==> src/rtl/mul_pkg.sv <==
// Shared types and constants for the repeated-addition multiplier.
// Used by the control FSM and the MUL datapath registers.
package mul_pkg;

  localparam int MUL_W = 16;
  localparam int ITER_W_DEF = 16;
  localparam logic [ITER_W_DEF-1:0] MAX_ITER_DEF = 16'hFFFF;

  typedef enum logic [2:0] {
    S_IDLE = 3'd0,
    S_LDA  = 3'd1,
    S_LDB  = 3'd2,
    S_ACC  = 3'd3,
    S_DONE = 3'd4
  } state_e;

endpackage

==> src/rtl/mul_ctrl.sv <==
// Control FSM for the repeated-addition multiplier datapath.
// Loads A/B, accumulates P until eqz, watchdog bounds the loop.
module mul_ctrl
  import mul_pkg::*;
#(
  parameter int ITER_W = ITER_W_DEF,
  parameter logic [ITER_W-1:0] MAX_ITER = ITER_W'(MAX_ITER_DEF)
) (
  input  logic clk,
  input  logic rst_n,
  input  logic start,
  input  logic eqz,
  output logic ldA,
  output logic ldB,
  output logic clrP,
  output logic ldP,
  output logic decB,
  output logic busy,
  output logic done,
  output logic err
);

  state_e state_q, state_d;
  logic [ITER_W-1:0] iter_q, iter_d;
  logic err_q, err_d;

  always_ff @(posedge clk or negedge rst_n) begin
    if (!rst_n) begin
      state_q <= S_IDLE;
      iter_q  <= '0;
      err_q   <= 1'b0;
    end else begin
      state_q <= state_d;
      iter_q  <= iter_d;
      err_q   <= err_d;
    end
  end

  always_comb begin
    state_d = state_q;
    iter_d  = iter_q;
    err_d   = err_q;
    ldA     = 1'b0;
    ldB     = 1'b0;
    clrP    = 1'b0;
    ldP     = 1'b0;
    decB    = 1'b0;
    done    = 1'b0;
    unique case (state_q)
      S_IDLE: begin
        if (start) begin
          state_d = S_LDA;
          iter_d  = '0;
          err_d   = 1'b0;
        end
      end
      S_LDA: begin
        ldA     = 1'b1;
        state_d = S_LDB;
      end
      S_LDB: begin
        ldB     = 1'b1;
        clrP    = 1'b1;
        state_d = S_ACC;
      end
      S_ACC: begin
        // eqz outranks the watchdog so B == MAX_ITER still ends cleanly
        if (eqz) begin
          state_d = S_DONE;
        end else if (iter_q == MAX_ITER) begin
          err_d   = 1'b1;
          state_d = S_DONE;
        end else begin
          ldP    = 1'b1;
          decB   = 1'b1;
          iter_d = iter_q + ITER_W'(1);
        end
      end
      S_DONE: begin
        done = 1'b1;
        if (!start) state_d = S_IDLE;
      end
      default: state_d = S_IDLE;
    endcase
  end

  assign busy = (state_q != S_IDLE);
  assign err  = err_q;

endmodule
==> config.mk <==
export PLATFORM = sky130hd
export DESIGN_NAME = mul_ctrl
export DESIGN_NICKNAME = d
export VERILOG_FILES = /design/src/rtl/mul_pkg.sv /design/src/rtl/mul_ctrl.sv
export SDC_FILE = /design/constraint.sdc
export NUM_CORES = 1
export LEC_CHECK = 0
export BUFFER_PORTS_ARGS = -buffer_cell sky130_fd_sc_hd__buf_2
export CAP_MARGIN = 0
export CELL_PAD_IN_SITES_DETAIL_PLACEMENT = 1
export CELL_PAD_IN_SITES_GLOBAL_PLACEMENT = 1
export CORE_ASPECT_RATIO = 0.7
export CORE_MARGIN = 10
export CORE_UTILIZATION = 47
export DETAILED_ROUTE_END_ITERATION = 8
export GPL_TIMING_DRIVEN = 0
export PLACE_DENSITY_LB_ADDON = 0.08
export SLEW_MARGIN = 20
export SYNTH_ARGS = -nofsm -noshare
export SYNTH_HDL_FRONTEND = slang
export SYNTH_SLANG_ARGS = --single-unit
==> constraint.sdc <==
create_clock -name clk -period 3.3 [get_ports clk]
set_clock_uncertainty 0.05 [all_clocks]
set_input_delay 0.495 -clock clk [delete_from_list [all_inputs] [get_ports clk]]
set_output_delay 0.495 -clock clk [all_outputs]
set_load 0.1 [all_outputs]
### Word level (Yosys, flattened, before mapping)

Cells that the tools add are included.

| storage, ports and cells | value |
|---|---|
| logic and storage cells | 40 |
| output and inout port bits | 8 |
| bits in registers | 20 |
| input port bits | 4 |

| operators by class | value |
|---|---|
| $add $sub $neg | 1 |
| equal/unequal tests | 11 |
| mux-type cells | 19 |
| reduce and logical (&&, ||, !) cells | 6 |

Operator list:

| cell | count |
|---|---|
| 16-bit 2-to-1 mux | 3 |
| 16-bit case mux with 2 select lines | 1 |
| 16-bit by 1-bit adder with 16-bit output, second input constant | 1 |
| 16-bit equality test, second input constant | 1 |
| 3-bit case mux with 5 select lines | 1 |
| 3-bit 2-to-1 mux | 4 |
| 2-bit inequality test, second input constant | 5 |
| 1-bit 2-to-1 mux | 9 |
| 4-bit AND reduction | 2 |
| 3-bit by 2-bit equality test with 1-bit output, second input constant | 2 |
| 3-bit by 1-bit equality test with 1-bit output, second input constant | 1 |
| 3-bit equality test, second input constant | 1 |
| 3-bit logical NOT | 1 |
| 3-bit inequality test, second input constant | 1 |
| 3-bit AND reduction | 1 |
| 3-bit nonzero test | 1 |
| 1-bit case mux with 2 select lines | 1 |
| 2-bit nonzero test | 1 |

### Depth between registers and ports, before layout

Gate-level depths: netlist of the first run.

| depth | value |
|---|---|
| depth in word-level cells | 4 |
| mapped depth | 6 |
| gate-level depth less buffers | 6 |

### Worst setup path after synthesis of the first run

Ideal clock, no wire load.

| timing | value |
|---|---|
| path type | reg-to-output |
| from | reg state_q[0] |
| to | out ldB |
| path slack | -0.546 ns |
| data required time | 2.755 ns |
| path buffers | 1 |
| arrival time | 3.301 ns |
| stages on the path, launching flop included | 3 |
| cells stage by stage | dfrtp_1 nor3b_1 buf_4 |

| between the ends | value |
|---|---|
| cells in the longest elaborated chain, start to end | 2 |

RTL lines:

| item | line | source |
|---|---|---|
| from (decl) | mul_ctrl.sv:23 | `state_e state_q, state_d;` |
| from (signal assigned) | mul_ctrl.sv:33 | `state_q <= state_d;` |
| 3-bit by 2-bit equality test with 1-bit output | -- |  |
| 1-bit 2-to-1 mux | -- |  |
| to (decl) | mul_ctrl.sv:14 | `output logic ldB,` |

No other way between the ends.

### Final worst setup path of the first run

| timing | value |
|---|---|
| from | reg iter_q[0] |
| to | out ldP |

| between the ends | value |
|---|---|
| cells in the longest elaborated chain, start to end | 4 |

RTL lines:

| item | line | source |
|---|---|---|
| from (decl) | mul_ctrl.sv:24 | `logic [ITER_W-1:0] iter_q, iter_d;` |
| from (signal assigned) | mul_ctrl.sv:34 | `iter_q <= iter_d;` |
| 16-bit equality test | mul_ctrl.sv:70 | `end else if (iter_q == MAX_ITER) begin` |
| 1-bit 2-to-1 mux | mul_ctrl.sv:70 |  |
| 1-bit 2-to-1 mux | mul_ctrl.sv:68 | `if (eqz) begin` |
| 1-bit 2-to-1 mux | mul_ctrl.sv:49 | `unique case (state_q)` |
| to (decl) | mul_ctrl.sv:16 | `output logic ldP,` |

No other way between the ends.

==> results of run 1 <==
-- worst max-delay path: stages (launching register included) --
cell and delay [ns]:
dfrtp_1 0.44, ha_1 0.22, nand3_1 0.16, or4_4 0.60, nand2_2 0.17, inv_2 0.09, buf_4 0.13, buf_2 0.28
-- how the worst max path moves through the flow --
stage / slack (ns) / to / start / depth (start not counted)
finish: 0.35 / ldP / iter_q[0] / 7
detailed placement: 0.74 / ldP / iter_q[0] / 7
global route: 0.25 / ldP / iter_q[0] / 7
global placement: 0.79 / ldP / iter_q[0] / 7
floorplan: 0.07 / done / state_q[2] / 1
CTS: 0.36 / ldP / iter_q[0] / 7
-- layer usage --
| layer | share of wire, % | up-vias | track usage [%] |
|---|---|---|---|
| met3 | 3.8 | 4 | 4.60 |
| met2 | 50 | 21 | 26.1 |
| met1 | 46 | 568 | 19.0 |
| li1 | - | 533 | - |
| met5 | 0 | - | 0 |
| met4 | 0.59 | 0 | 3.31 |
-- Yosys cell counts (2+ instances only) --
master     n  area share [%]
a31oi_1   13             6.9
a221o_1    2             1.7
buf_4      2             1.3
nand4b_1   2             1.5
nand2_1    8             2.6
clkbuf_1   7             2.2
nand2b_1   4             2.1
nor2_1     5             1.6
o211a_1    2             1.7
nand4_1    4             2.1
nor4_1     5             2.7
o21ai_0    2            0.85
o211ai_1   2             1.3
a21oi_1    2            0.85
nand3_1    8             3.4
inv_1      8             2.6
nor3b_1    3             1.9
nor3_1     7             3.0
o21ai_1    5             2.1
dfrtp_1   20              43
-- metrics by stage --
stage	hold slack (ns)	area [sq um]	setup slack, ns
after detailed placement	0.421	1280	0.740
final	0.0719	1310	0.349
after global routing	0.0749	1310	0.252
after global placement	0.421	1280	0.788
after floorplan	0.149	1180	0.0701
after CTS	0.0766	1310	0.358
-- cell families after synthesis --
kind of cell    Yosys count  share of synthesized area (%)
flops                    20                           42.6
mux                       1                          0.853
fa+ha+maj                 1                           1.07
compound gates           37                           22.1
buf+inv                  18                           6.40
simple gates             54                           27.0
-- power by group --
group          internal, mW  total, mW  switching (mW)
clock network        0.0674      0.147          0.0801
logic                 0.113      0.557           0.444
registers             0.287      0.355          0.0683
-- cells in the final DEF (no fill, tap or decap), types with 3 or more instances in the layout --
| master | netlist | routed |
|---|---|---|
| nor4_1 | 5 | 5 |
| dfrtp_1 | 20 | 20 |
| o21ai_1 | 5 | 5 |
| clkbuf_1 | 7 | 7 |
| a31oi_1 | 13 | 13 |
| clkbuf_4 | 0 | 3 |
| nor2_1 | 5 | 5 |
| nor3_1 | 7 | 7 |
| inv_1 | 8 | 8 |
| nand4_1 | 4 | 4 |
| nand2b_1 | 4 | 4 |
| nand2_1 | 8 | 8 |
| nand3_1 | 8 | 8 |
| buf_2 | 0 | 11 |
-- registers in the layout, indices dropped and copies added, names as in the netlist --
register  cells
err           1
state_q       3
iter_q       16
-- cell type report --
cell class | count | area [sq um]
Tap cell | 34 | 42.5
Timing Repair Buffer | 11 | 55.1
Multi-Input combinational cell | 93 | 603
Clock buffer | 4 | 36.3
Sequential cell | 20 | 500
Inverter | 9 | 33.8
Buffer | 9 | 41.3
Fill cell | 305 | 1110
==> reports/results.tsv, run 1 <==
stage	metric	value	unit
pwr	leakagePower	0.546	nW
critical_path	rrSetupSlack	1.08	ns
floorplan	dieArea	4930	sq um
routing	viasPerCell	6.26	
placement	dp_cells	176	
timing	max-slew-margin-rel	62.2	%
clocking	numCtsBuffers	3	
routing	wl	3530	um
timing	final-setup-viol-count	0	
yosys	syn_inst	131	
grt	antenna_found_initial	0	
timing	finalSetupTns	0	ns
floorplan	initial_core_util	48.5	%
yosys	yosysSeqAreaShare	42.6	%
final_layout	drive_gt1_share	15.8	%
grt	grt_pass1_wl	5850	um
routing	drtIter0Drc	114	
clocking	post_cts_buffers	0	
routing	num_vias	1126	
floorplan	dieWidth	79.7	um
pwr	total_power	1.06	mW
yosys	avgSynthCellArea	8.96	sq um
yosys	synth-edff-count	0	
timing	drv_slew	0	
clocking	cts_resized	0	
timing	tightest_slew	0.568	ns
clocking	cts-htree-levels	1	
routing	final_antenna_net_count	0	
timing	fin_crit	2.95	ns
routing	wl_per_cell	19.6	um
grt	grt_pass1_vias	1179	
timing	hold_viol	0	
yosys	ys_ff_latch	20	
critical_path	end_kind	output pin	
clocking	cts_tree	yes	
timing	post-route-period-util	89.4	%
yosys	yosys_warnings	0	
yosys	synth.net_count	136	
clocking	cts_max_path_buffers	2	
hold_path	hold_class	in -> async	
clocking	clk_latency	0.31	ns
critical_path	r2r_cells	6	
final_layout	area_delta_synth_final	11.8	%
yosys	synth.cell_area	1170	sq um
clocking	postCtsHoldBufs	0	
critical_path	timing.rr.end	iter_q[10]	
critical_path	timing.rr.start	iter_q[0]	
critical_path	worstPathRequired	2.75	ns
grt	grt-ovfl-total	0	
pwr	power_density	807	nW/um^2
run_status	status	complete, no violations	
final_layout	antennaDiodeCount	0	
floorplan	io_pins	12	
critical_path	cp-start-kind	flop	
final_layout	final_cells	180	
routing	dr.pass1.iters	4	
placement	dp.final_hpwl	2620	um
critical_path	crit_type	reg -> out	
pwr	peakVddDrop	0.000481	V
yosys	ys_types	40	
placement	gp_congestion	0.812	
routing	drc	0	
floorplan	num_rows	15	
job	maxCapViolCount	0	
clocking	root_buffer	clkbuf_4	
floorplan	core_region_area	2420	sq um
timing	clock.fmax	339	MHz
critical_path	cp.arrival	2.41	ns
yosys	synth_ff_type	dfrtp_1	
grt	grt_use_total	15.4	%
critical_path	crit_fanout	6	
timing	rsz0062_at_grt	false	
final_layout	fin_util	54.2	%
placement	port_buffers	11	
clocking	cts.sinks	20	
floorplan	die_h	61.8	um
final_layout	fin_nets	152	
clocking	clkTransAtPathRegs	0.12	ns
grt	grt_max_degree	21	
yosys	synthArstFlopShare	100	%
Note: power is estimated with default switching activity, not from simulation.
==> inputs of run 2 (changes only) <==
--- a/config.mk
+++ b/config.mk
@@ -11,7 +11,7 @@
 export CELL_PAD_IN_SITES_GLOBAL_PLACEMENT = 1
 export CORE_ASPECT_RATIO = 0.7
 export CORE_MARGIN = 10
-export CORE_UTILIZATION = 47
+export CORE_UTILIZATION = 39
 export DETAILED_ROUTE_END_ITERATION = 8
 export GPL_TIMING_DRIVEN = 0
 export PLACE_DENSITY_LB_ADDON = 0.08
==> constraint.sdc (replaced) <==
create_clock -name clk -period 2.4 [get_ports clk]
set_clock_uncertainty 0.05 [all_clocks]
set_input_delay 0.36 -clock clk [delete_from_list [all_inputs] [get_ports clk]]
set_output_delay 0.36 -clock clk [all_outputs]
set_load 0.1 [all_outputs]
==> run 2 against run 1 <==
Net effect: global-route usage is 2.0 points lower; the run now ends with negative hold slack left; critical path type unchanged; first-iteration DRC count shrank 60%; sequential share of layout area shrank 2.1 points; critical path depth shrank 1; flip-flop and latch count did not move; non-clock buffer count increased by 4; design area increased by 7.6%; die area up 14%; via count grew 0.44%; routed wire length up 2.9%.
==> reports/results.tsv, run 2 (synthesis gave the netlist of run 1 again) <==
stage	metric	value	unit	change
final_layout	final_cell_area	1410	sq um	+7.6%
timing	post-route-period-util	97.5	%	
floorplan	dieArea	5640	sq um	+14%
final_layout	antennaDiodeCount	0		unchanged
routing	dr.pass1.iters	4		unchanged
timing	drv_slew	0		unchanged
routing	drtIter0Drc	46		-60%
timing	hold_viol	12		+12
clocking	cts_max_path_buffers	2		unchanged
job	maxCapViolCount	0		unchanged
routing	wl	3640	um	+2.9%
floorplan	die_h	65.9	um	+6.6%
final_layout	fin_util	49.7	%	-4.5 points
critical_path	max_stage_delay	0.59	ns	about the same
floorplan	initial_core_util	41.3	%	-7.2 points
critical_path	cp.arrival	1.93	ns	-0.48 ns
grt	grt_pass1_vias	1151		-2.4%
floorplan	core_region_area	2840	sq um	+17%
critical_path	crit_type	reg -> out		
grt	grt-ovfl-total	0		unchanged
floorplan	io_pins	12		unchanged
pwr	leakagePower	0.575	nW	+5.3%
critical_path	cp-start-kind	flop		
pwr	peakVddDrop	0.000604	V	+25%
clocking	cts_tree	yes		
routing	viasPerCell	6.08		-2.8%
routing	wl_per_cell	19.5	um	-0.40%
grt	grt_max_degree	21		unchanged
critical_path	cp.depth	6		-1
critical_path	r2r_cells	6		unchanged
timing	clock.fmax	427	MHz	
placement	gp_congestion	0.783		-3.5%
clocking	numCtsBuffers	3		unchanged
final_layout	top_register	iter_q		
timing	fin_crit	2.34	ns	
critical_path	path_cells	nand4_1, or4_4, nand2_4, inv_2, buf_4, buf_6		
clocking	cts-htree-levels	1		unchanged
critical_path	crit_fanout	6		unchanged
timing	final-setup-viol-count	0		unchanged
placement	dp.final_hpwl	2540	um	-3.0%
final_layout	area_delta_synth_final	20.4	%	
final_layout	drive_gt1_share	26.0	%	+10 points
final_layout	fin_nets	156		+2.6%
critical_path	path_buf_inv	3		unchanged
clocking	clkTransAtPathRegs	0.08	ns	-0.04 ns
critical_path	worstPathRequired	1.99	ns	-0.76 ns
floorplan	num_rows	16		+1
routing	num_vias	1131		+0.44%
routing	drc	0		unchanged
critical_path	end_kind	output pin		
final_layout	ff_latch_area	509	sq um	+1.7%
placement	dpl_cell_area	1290	sq um	+0.98%
final_layout	multi_input_area	631	sq um	+4.6%
clocking	root_buffer	clkbuf_8		
run_status	violations	negative hold slack		
routing	final_antenna_net_count	0		unchanged
final_layout	layout_common_cells	13 x a31oi_1, 13 x dfrtp_1, 9 x buf_2		
critical_path	cp_top_family	simple AND/OR/NAND/NOR gates		
critical_path	slowest_stage	or4_4		
timing	tightest_slew	0.556	ns	-0.0115 ns
clocking	cts.sinks	20		unchanged
grt	grt_pass1_wl	6090	um	+4.1%
final_layout	num-fill-cells	344		+13%
timing	whs	-0.0134	ns	-0.0853 ns
hold_path	hold_class	in -> async		
timing	finalSetupTns	0	ns	unchanged
final_layout	largest_reg_flops	16		unchanged
pwr	power_density	1120	nW/um^2	+38%
clocking	clk_latency	0.27	ns	-0.04 ns
run_status	status	complete, but fails checks		
floorplan	dieWidth	85.6	um	+7.3%
grt	antenna_found_initial	0		unchanged
placement	port_buffers	11		unchanged
grt	grt_use_total	13.4	%	-2.0 points
timing	max-slew-margin-rel	62.6	%	+0.46 points
run 2: cell types whose count changed in the layout (fill, tap and decap cells not counted), moves of 2 or more:
| cell | previous run | this run |
|---|---|---|
| dfrtp_2 | 0 | 7 |
| nor3b_2 | 1 | 3 |
| buf_2 | 11 | 9 |
| clkbuf_4 | 3 | 0 |
| dfrtp_1 | 20 | 13 |
| nor3b_1 | 2 | 0 |
| buf_4 | 2 | 8 |
| clkbuf_8 | 1 | 4 |
run 2: layer usage:
layer | global-route usage (%) | routed length (um) | vias up
li1 | - | - | 546
met1 | 18.0 | 1830 | 568
met2 | 20.4 | 1640 | 13
met3 | 3.94 | 128 | 4
met4 | 3.48 | 28 | 0
met5 | 0 | 0 | -
run 2: path summary, 6_finish.rpt:
path	from	endpoint	slack, ns
min in group clk	start	err	0.25
worst max-delay path	iter_q[14]	ldP	0.06
worst min-delay path	rst_n	iter_q[11]	-0.01
max in group asynchronous	rst_n	iter_q[6]	1.95
worst max register to register	iter_q[9]	iter_q[2]	0.24
worst min register to register	iter_q[11]	iter_q[11]	0.49
run 2: final cells by class:
class,count,share of cell area [%]
Buffer,8,2.66
Timing Repair Buffer,16,7.17
Tap cell,36,3.19
Multi-Input combinational cell,93,44.6
Inverter,9,2.39
Clock buffer,4,3.90
Sequential cell,20,36.0
run 2: through the flow:
| stage | setup WS [ns] | power, mW | std cells |
|---|---|---|---|
| 2_1_floorplan | -0.193 | 1.10 | 131 |
| 3_3_place_gp | 0.0110 | 1.24 | 178 |
| 3_5_place_dp | -0.00916 | 1.27 | 178 |
| 4_1_cts | 0.0253 | 1.56 | 184 |
| 5_1_grt | -0.00169 | 1.66 | 186 |
| 6_report | 0.0607 | 1.58 | 186 |
run 2: worst reg2reg max path, stage by stage, from the launching register on:
cell	delay (ns)
dfrtp_2	0.42
nand4_1	0.18
buf_4	0.20
nor4_2	0.49
o21ai_1	0.18
clkbuf_1	0.31
a31oi_1	0.25
run 2: what timing repair did:
| action | 4_1_cts | 5_1_grt |
|---|---|---|
| hold buffers | 0 | 0 |
| buffers inserted | 3 | 2 |
| pin swaps | 3 | 1 |
| setup endpoints to repair | 2 | 2 |
| resized for setup | 6 | 8 |
run 2: power breakdown:
part / internal [mW] / total (mW) / switching (mW)
sequential: 0.398 / 0.489 / 0.0908
combinational: 0.192 / 0.819 / 0.627
clock: 0.146 / 0.269 / 0.122
